==> src/rtl/case_bist_if.sv <==
// Bus between the case-network BIST controller and whatever hosts it.
// The host drives start/abort/golden and returns the case-network response.
// The controller drives the pattern, the status flags, the signature and a
// debug copy of its FSM state.
//
// Handshake: start is a single-cycle request. It is honoured only when the
// controller is idle or done, and is ignored while busy. abort is sampled
// every cycle and overrides start. done stays high until the next start or
// abort, and pass is only meaningful while done is high.
interface case_bist_if;
    logic        start;
    logic        abort;
    logic [15:0] golden;
    logic [4:0]  resp;
    logic [9:0]  pat;
    logic        busy;
    logic        done;
    logic        pass;
    logic [15:0] signature;
    logic [1:0]  state;

    modport master (
        output start, abort, golden, resp,
        input  pat, busy, done, pass, signature, state
    );

    modport slave (
        input  start, abort, golden, resp,
        output pat, busy, done, pass, signature, state
    );
endinterface

==> src/rtl/case_bist_ctrl.sv <==
// BIST controller for a 10-input / 5-output combinational case network.
// A 10-bit LFSR (x^10 + x^7 + 1) supplies the patterns. The responses are
// compacted into a 16-bit MISR (poly 0x1021), which is compared against a
// golden signature once the run has finished.
//
// Optional feature, macro CASE_BIST_ZERO_PAT_EN: one extra RUN cycle follows
// the LFSR patterns. In that cycle the all-zero pattern is driven and its
// response is absorbed. This covers the single input code the LFSR can
// never produce.
module case_bist_ctrl #(
    parameter int         PATTERNS = 1023,
    parameter logic [9:0] SEED     = 10'h001
) (
    input  logic       clk,
    input  logic       rst_n,
    case_bist_if.slave bus
);

    typedef enum logic [1:0] {
        IDLE = 2'd0,
        RUN  = 2'd1,
        DONE = 2'd2
    } state_t;

    localparam logic [9:0] LAST_CNT = 10'(PATTERNS - 1);

    state_t      state_q, state_d;
    logic [9:0]  pat_q, pat_d;
    logic [15:0] sig_q, sig_d;
    logic [9:0]  cnt_q, cnt_d;
    logic [9:0]  lfsr_next;
    logic [15:0] misr_next;
`ifdef CASE_BIST_ZERO_PAT_EN
    logic        zero_q, zero_d;
`endif

    // Next LFSR pattern and next MISR value. The response is absorbed in the
    // same cycle as the pattern that produced it.
    always_comb begin
        lfsr_next = {pat_q[8:0], pat_q[9] ^ pat_q[6]};
        misr_next = {sig_q[14:0], 1'b0}
                  ^ (sig_q[15] ? 16'h1021 : 16'h0000)
                  ^ {11'b0, bus.resp};
    end

    // Next-state and datapath update; abort overrides everything else.
    always_comb begin
        state_d = state_q;
        pat_d   = pat_q;
        sig_d   = sig_q;
        cnt_d   = cnt_q;
`ifdef CASE_BIST_ZERO_PAT_EN
        zero_d  = zero_q;
`endif
        if (bus.abort) begin
            state_d = IDLE;
            pat_d   = SEED;
            sig_d   = 16'h0000;
            cnt_d   = 10'd0;
`ifdef CASE_BIST_ZERO_PAT_EN
            zero_d  = 1'b0;
`endif
        end else begin
            case (state_q)
                IDLE, DONE: begin
                    if (bus.start) begin
                        state_d = RUN;
                        pat_d   = SEED;
                        sig_d   = 16'h0000;
                        cnt_d   = 10'd0;
`ifdef CASE_BIST_ZERO_PAT_EN
                        zero_d  = 1'b0;
`endif
                    end
                end
                RUN: begin
                    sig_d = misr_next;
`ifdef CASE_BIST_ZERO_PAT_EN
                    if (zero_q) begin
                        // Zero-pattern cycle: its response was absorbed above.
                        state_d = DONE;
                        zero_d  = 1'b0;
                    end else begin
                        pat_d = lfsr_next;
                        cnt_d = cnt_q + 10'd1;
                        if (cnt_q == LAST_CNT) begin
                            pat_d  = 10'h000;
                            zero_d = 1'b1;
                        end
                    end
`else
                    pat_d = lfsr_next;
                    cnt_d = cnt_q + 10'd1;
                    if (cnt_q == LAST_CNT) begin
                        state_d = DONE;
                    end
`endif
                end
                default: state_d = IDLE;
            endcase
        end
    end

    // State and datapath registers with asynchronous reset.
    always_ff @(posedge clk or negedge rst_n) begin
        if (!rst_n) begin
            state_q <= IDLE;
            pat_q   <= SEED;
            sig_q   <= 16'h0000;
            cnt_q   <= 10'd0;
`ifdef CASE_BIST_ZERO_PAT_EN
            zero_q  <= 1'b0;
`endif
        end else begin
            state_q <= state_d;
            pat_q   <= pat_d;
            sig_q   <= sig_d;
            cnt_q   <= cnt_d;
`ifdef CASE_BIST_ZERO_PAT_EN
            zero_q  <= zero_d;
`endif
        end
    end

    assign bus.pat       = pat_q;
    assign bus.signature = sig_q;
    assign bus.busy      = (state_q == RUN);
    assign bus.done      = (state_q == DONE);
    assign bus.pass      = (state_q == DONE) && (sig_q == bus.golden);
    assign bus.state     = state_q;

endmodule

==> src/flat_wrapper.sv <==
// flat-port wrapper written by rule: the top's interface ports become plain ports
module case_bist_ctrl_flat 
#(
    parameter int         PATTERNS = 1023,
    parameter logic [9:0] SEED     = 10'h001
)
  (clk, rst_n, bus_start, bus_abort, bus_golden, bus_resp, bus_pat, bus_busy, bus_done, bus_pass, bus_signature, bus_state);
  case_bist_if bus_i ();
  input  logic clk;
  input  logic rst_n;
  input wire logic [$bits(bus_i.start)-1:0] bus_start;
  input wire logic [$bits(bus_i.abort)-1:0] bus_abort;
  input wire logic [$bits(bus_i.golden)-1:0] bus_golden;
  input wire logic [$bits(bus_i.resp)-1:0] bus_resp;
  output wire logic [$bits(bus_i.pat)-1:0] bus_pat;
  output wire logic [$bits(bus_i.busy)-1:0] bus_busy;
  output wire logic [$bits(bus_i.done)-1:0] bus_done;
  output wire logic [$bits(bus_i.pass)-1:0] bus_pass;
  output wire logic [$bits(bus_i.signature)-1:0] bus_signature;
  output wire logic [$bits(bus_i.state)-1:0] bus_state;
  assign bus_i.start = bus_start;
  assign bus_i.abort = bus_abort;
  assign bus_i.golden = bus_golden;
  assign bus_i.resp = bus_resp;
  assign bus_pat = bus_i.pat;
  assign bus_busy = bus_i.busy;
  assign bus_done = bus_i.done;
  assign bus_pass = bus_i.pass;
  assign bus_signature = bus_i.signature;
  assign bus_state = bus_i.state;
  case_bist_ctrl #(.PATTERNS(PATTERNS), .SEED(SEED)) u_core (.clk(clk), .rst_n(rst_n), .bus(bus_i));
endmodule
==> config.mk <==
export PLATFORM = sky130hd
export DESIGN_NAME = case_bist_ctrl_flat
export DESIGN_NICKNAME = d
export VERILOG_FILES = /design/src/rtl/case_bist_if.sv /design/src/rtl/case_bist_ctrl.sv /design/src/flat_wrapper.sv
export SDC_FILE = /design/constraint.sdc
export NUM_CORES = 1
export LEC_CHECK = 0
export BUFFER_PORTS_ARGS = -buffer_cell sky130_fd_sc_hd__buf_4
export CELL_PAD_IN_SITES_DETAIL_PLACEMENT = 0
export CELL_PAD_IN_SITES_GLOBAL_PLACEMENT = 1
export CORE_UTILIZATION = 35
export CTS_CLUSTER_DIAMETER = 150
export DETAILED_ROUTE_END_ITERATION = 12
export PLACE_DENSITY = 0.84
export REMOVE_ABC_BUFFERS = 1
export SYNTH_ARGS = -nofsm -noshare
export SYNTH_HDL_FRONTEND = slang
export SYNTH_SLANG_ARGS = --single-unit
==> constraint.sdc <==
create_clock -name clk -period 1.45 [get_ports clk]
set_input_delay 0.435 -clock clk [delete_from_list [all_inputs] [get_ports clk]]
set_output_delay 0.435 -clock clk [all_outputs]
set_load 0.02 [all_outputs]
Yosys cells after proc, flatten, opt, wreduce, memory -nomap -nowiden
Index checks and enable logic that the tools add are counted.
{ "op_classes": {"n_addsub": 1, "n_eq_ne": 6, "muxes": 14, "n_bitwise": 3, "n_reduce_logical": 6} }
{ "op_table": {"columns": ["cell", "n"], "rows": [
  ["10-bit two-way mux", 4],
  ["10-bit case mux with 2 select lines", 2],
  ["16-bit two-way mux", 2],
  ["16-bit case mux with 2 select lines", 1],
  ["16-bit equality test", 1],
  ["16-bit bitwise XOR", 1],
  ["16-bit by 5-bit bitwise XOR with 16-bit output", 1],
  ["13-bit two-way mux", 1],
  ["10-bit by 1-bit adder with 10-bit output, second input constant", 1],
  ["10-bit equality test, second input constant", 1],
  ["2-bit two-way mux", 3],
  ["2-bit case mux with 2 select lines", 1],
  ["2-bit AND reduction", 2],
  ["3-bit by 2-bit != test with 1-bit output, second input constant", 1],
  ["3-bit != test, second input constant", 1],
  ["3-bit nonzero test", 1],
  ["2-bit by 1-bit equality test with 1-bit output, second input constant", 1],
  ["2-bit equality test, second input constant", 1],
  ["2-bit zero test", 1],
  ["2-bit OR reduction", 1],
  ["1-bit logical AND", 1],
  ["1-bit bitwise XOR", 1]
]} }
{ "totals": {"register_bits": 38, "inputBits": 25, "output_inout_bits": 31, "wordCells": 34} }

Longest topological paths before layout
{ "logic_depth": {"word_depth": 5, "depth_mapped": 7, "depth_no_buf": 6} }

Worst setup path after synthesis
Ideal clock, no wire load.
{ "synth_path": {"path_kind": "flip-flop to output port", "start": "register u_core.sig_q[15], in the netlist u_core.bus.signature[15]", "end": "output port bus_pass", "arrival_ps": 1624, "required_ps": 1015, "setup_slack_ps": -609, "path_stages_with_launch": 6, "n_path_buf": 1, "cell_sequence": "dfrtp_1 -> clkbuf_1 -> xor2_1 -> nor4_1 -> nand4_1 -> nor3_1"} }
{ "synth_between": {"elab_chain_cells": 2} }
{ "synth_lines": {"columns": ["element", "line_no", "rtl"], "rows": [
  ["from (decl)", "case_bist_ctrl.sv:29", "logic [15:0] sig_q, sig_d;"],
  ["from (signal assigned)", "case_bist_ctrl.sv:117", "sig_q <= sig_d;"],
  ["16-bit equality test", "case_bist_ctrl.sv:129", "assign bus.pass = (state_q == DONE) && (sig_q == bus.golden);"],
  ["1-bit logical AND", "case_bist_ctrl.sv:129", null],
  ["to (decl)", "flat_wrapper.sv:18", "output wire logic [$bits(bus_i.pass)-1:0] bus_pass;"]
]} }
No other way between the ends.

Final worst setup path
{ "layout_path": {"start": "register u_core.sig_q[7], in the netlist u_core.bus.signature[7]", "end": "output port bus_pass"} }
Same word-level chain as after synthesis.

==> qor.yml <==
clock_network:
  path_clk_slew_ns: 0.07
  cts.htree.levels: 2
  worstSkewPairLatency_ns: 0.29
  cts_tree: "yes"
  clockRootBuffer: "clkbuf_8"
  clock_path_buffers: 2
  cts_made_buffers: 5
  cts_hold_buf: 0
  cts_sinks: 38
finish:
  layout_commonest_cell: "buf_4"
  syn_to_final_growth_pct: 65.0
  finish.utilization_pct: 61.3
  n_antenna_cell: 0
  layout.nets: 284
  fin_cells: 325
  final_cell_mix: "65 x buf_4, 37 x dfrtp_1, 25 x buf_6, 21 x xor2_1, 18 x a22o_1"
  final_layout_size_suffix_gt1_share_pct: 52.3
global_route:
  grt_pass1_vias: 1460
  grt_usage_pct: 17.9
  antenna_found_initial: 0
  grt_max_degree: 39
  overflow: 0
  grt_pass1_wl_um: 7190
timing:
  setup_violations: 34
  skew_ns: 0.00790
  tns_ns: -2.31
  finalCritPeriodShare_pct: 143
  setup_ws_ns: -0.620
  slew-limit-headroom_pct: 67.7
  report.final.slew_viol_count: 0
  tightest_slew_ns: 0.484
  period_needed_ns: 2.07
  fmax_mhz: 483
  hold_viol: 0
  rsz0062_at_grt: "true"
  whs_ns: 0.109
critical_path:
  critPathSlowestCell: "dfrtp_1"
  slowest_delay_ns: 0.40
  end_kind: "primary output"
  cp_data_arrival_time_ns: 1.63
  critPathTopFamily: "simple AND/OR/NAND/NOR gates"
  critPathBufInv: 1
  worstPathCellList: "xor2_1, nor3_1, nand4_1, nor3_2, buf_4"
  worst_setup_path_start_kind: "register"
  crit_required_ns: 1.02
  cp_max_fo: 2
  critPathKind: "register to primary output"
drt:
  drt-initial-drc-count: 51
  vias: 1589
  first_pass_iters: 4
  wl_met3_um: 187
  drc_errors: 0
  routed_wl_um: 4950
  wl_met2_um: 2350
  highest_layer: "met4"
  via_per_inst: 4.89
  met1Wirelength_um: 2340
  wl_per_cell_um: 15.2
  ant_nets: 0
power_and_ir_drop:
  powerDensity_nw_per_um2: 769
  peakVddDrop_uv: 522
  swShare_pct: 26.2
  switchingPower_uw: 599
  seq_power_share_pct: 48.1
  combPwrFrac_pct: 19.1
  pwr-share-clk_pct: 32.8
  leakagePower_nw: 1.47
  power_mw: 2.29
  p_int_mw: 1.69
run:
  cap_violations: 0
yosys:
  synthDistinctLibCells: 34
  synth-seq-cells: 38
  synthCells: 162
  synth_area_sq_um: 1800
  yosys_warnings: 0
  yosysSeqAreaShare_pct: 52.8
  syn_area_per_cell_sq_um: 11.1
hold_path:
  hold_class: "primary input to asynchronous set/reset pin"
status:
  outcome: "finished, violations left"
  violations: "setup timing"
place:
  place_congestion: 0.783
  hpwl_um: 3050
  portBuffers: 55
  dpl.cell_count: 298
die:
  fp.dieH_um: 73.8
  start_util_pct: 37.2
  std_cell_rows: 25
  die-area_sq_um: 5440
  ios: 56
  die_w_um: 73.8
  fp.coreArea_sq_um: 4850
## power groups by stage
stage / Sequential [mW] / Clock [mW] / Combinational, mW
after floorplan: 1.14 / 0 / 0.101
after global placement: 1.12 / 0 / 0.288
after detailed placement: 1.12 / 0 / 0.292
after CTS: 1.10 / 0.767 / 0.350
after global routing: 1.10 / 0.817 / 0.467
final: 1.10 / 0.751 / 0.437
## synth_stat cells
library cell   n  area share, %
buf_4          1           0.42
nand4_1        4            1.4
a22o_1        18            8.7
nand2b_4       1           0.76
nor4_1         3            1.0
and2_1         1           0.35
and3_1         1           0.35
nor2b_2        1           0.49
o32a_1         1           0.56
o31ai_1        2           0.83
nor3_2         1           0.56
clkbuf_1       3           0.62
nor3_1         3           0.83
o21ai_1        9            2.5
nor2_1         7            1.5
inv_6          1           0.49
nand2b_1       2           0.69
a21oi_1        5            1.4
dfrtp_1       37             51
inv_1          2           0.42
buf_2          3           0.83
nand3_1        2           0.56
or3_1          2           0.69
or4_1          2           0.83
nor2_2         1           0.35
o21ba_2        1           0.56
nand2_1       13            2.7
or2_1          1           0.35
dfstp_2        1            1.5
o311ai_2       1           0.90
xnor2_1        7            3.4
o21ai_0        2           0.56
ha_1           2            1.4
xor2_1        21             10
## through the flow
stage	worst slack (ns)	instance area [sq um]
3_3_place_gp	-0.467	2430
6_report	-0.620	2970
3_5_place_dp	-0.518	2430
5_1_grt	-0.701	2970
4_1_cts	-0.603	2700
2_1_floorplan	-0.620	1770
## layout make-up
cell class | instances | area, sq um
clock inverter | 2 | 12.5
inverter | 3 | 16.3
fill | 412 | 1870
multi-input combinational | 114 | 947
clock buffer | 6 | 82.6
timing repair buffer | 95 | 880
sequential | 38 | 952
tap | 67 | 83.8
## logic make-up (layout without fill, tap and decap cells)
kind of cell | after synthesis | after routing | share of synthesized area, %
AO/OA/AOI/OAI | 39 | 39 | 16.0
XOR/XNOR | 28 | 28 | 13.6
adder cells (fa/ha/maj) | 2 | 2 | 1.39
buffers and inverters | 10 | 106 | 2.78
flip-flops | 38 | 38 | 52.8
AND/OR/NAND/NOR | 45 | 45 | 13.4
## path summary, 6_finish.rpt
check | startpoint | endpoint | slack, ns | depth (start not counted)
worst min register to register | u_core.bus.pat[8]$_DFFE_PN0P_ | u_core.bus.pat[8]$_DFFE_PN0P_ | 0.53 | 1
worst max register to register | u_core.bus.state[0]$_DFFE_PN0P_ | u_core.cnt_q[6]$_DFFE_PN0P_ | -0.12 | 6
worst min-delay path | rst_n | u_core.cnt_q[2]$_DFFE_PN0P_ | 0.11 | 1
max in group asynchronous | rst_n | u_core.bus.pat[0]$_DFFE_PN1P_ | 0.99 | 1
worst max-delay path | u_core.bus.signature[7]$_DFFE_PN0P_ | bus_pass | -0.62 | 5
min in group clk | bus_abort | u_core.bus.state[0]$_DFFE_PN0P_ | 0.41 | 2
## per-layer routing
layer,GRT usage [%],vias up
met5,0,-
met1,24.5,782
met2,27.7,35
met4,6.84,0
met3,3.70,5
li1,-,767
## state kept, by name (all words and copies together) (netlist names)
register	cells
u_core.bus.signature	16
u_core.bus.pat	10
u_core.cnt_q	10
u_core.bus.state	2
## repair_timing
action | 4_1_cts | 5_1_grt
resized for setup | 22 | 41
pin swaps | 15 | 7
buffers inserted | 10 | 8
setup endpoints to repair | 14 | 48
gates cloned | 0 | 3
endpoints found under the hold margin | 0 | 0
(Power assumes the default switching activity.)
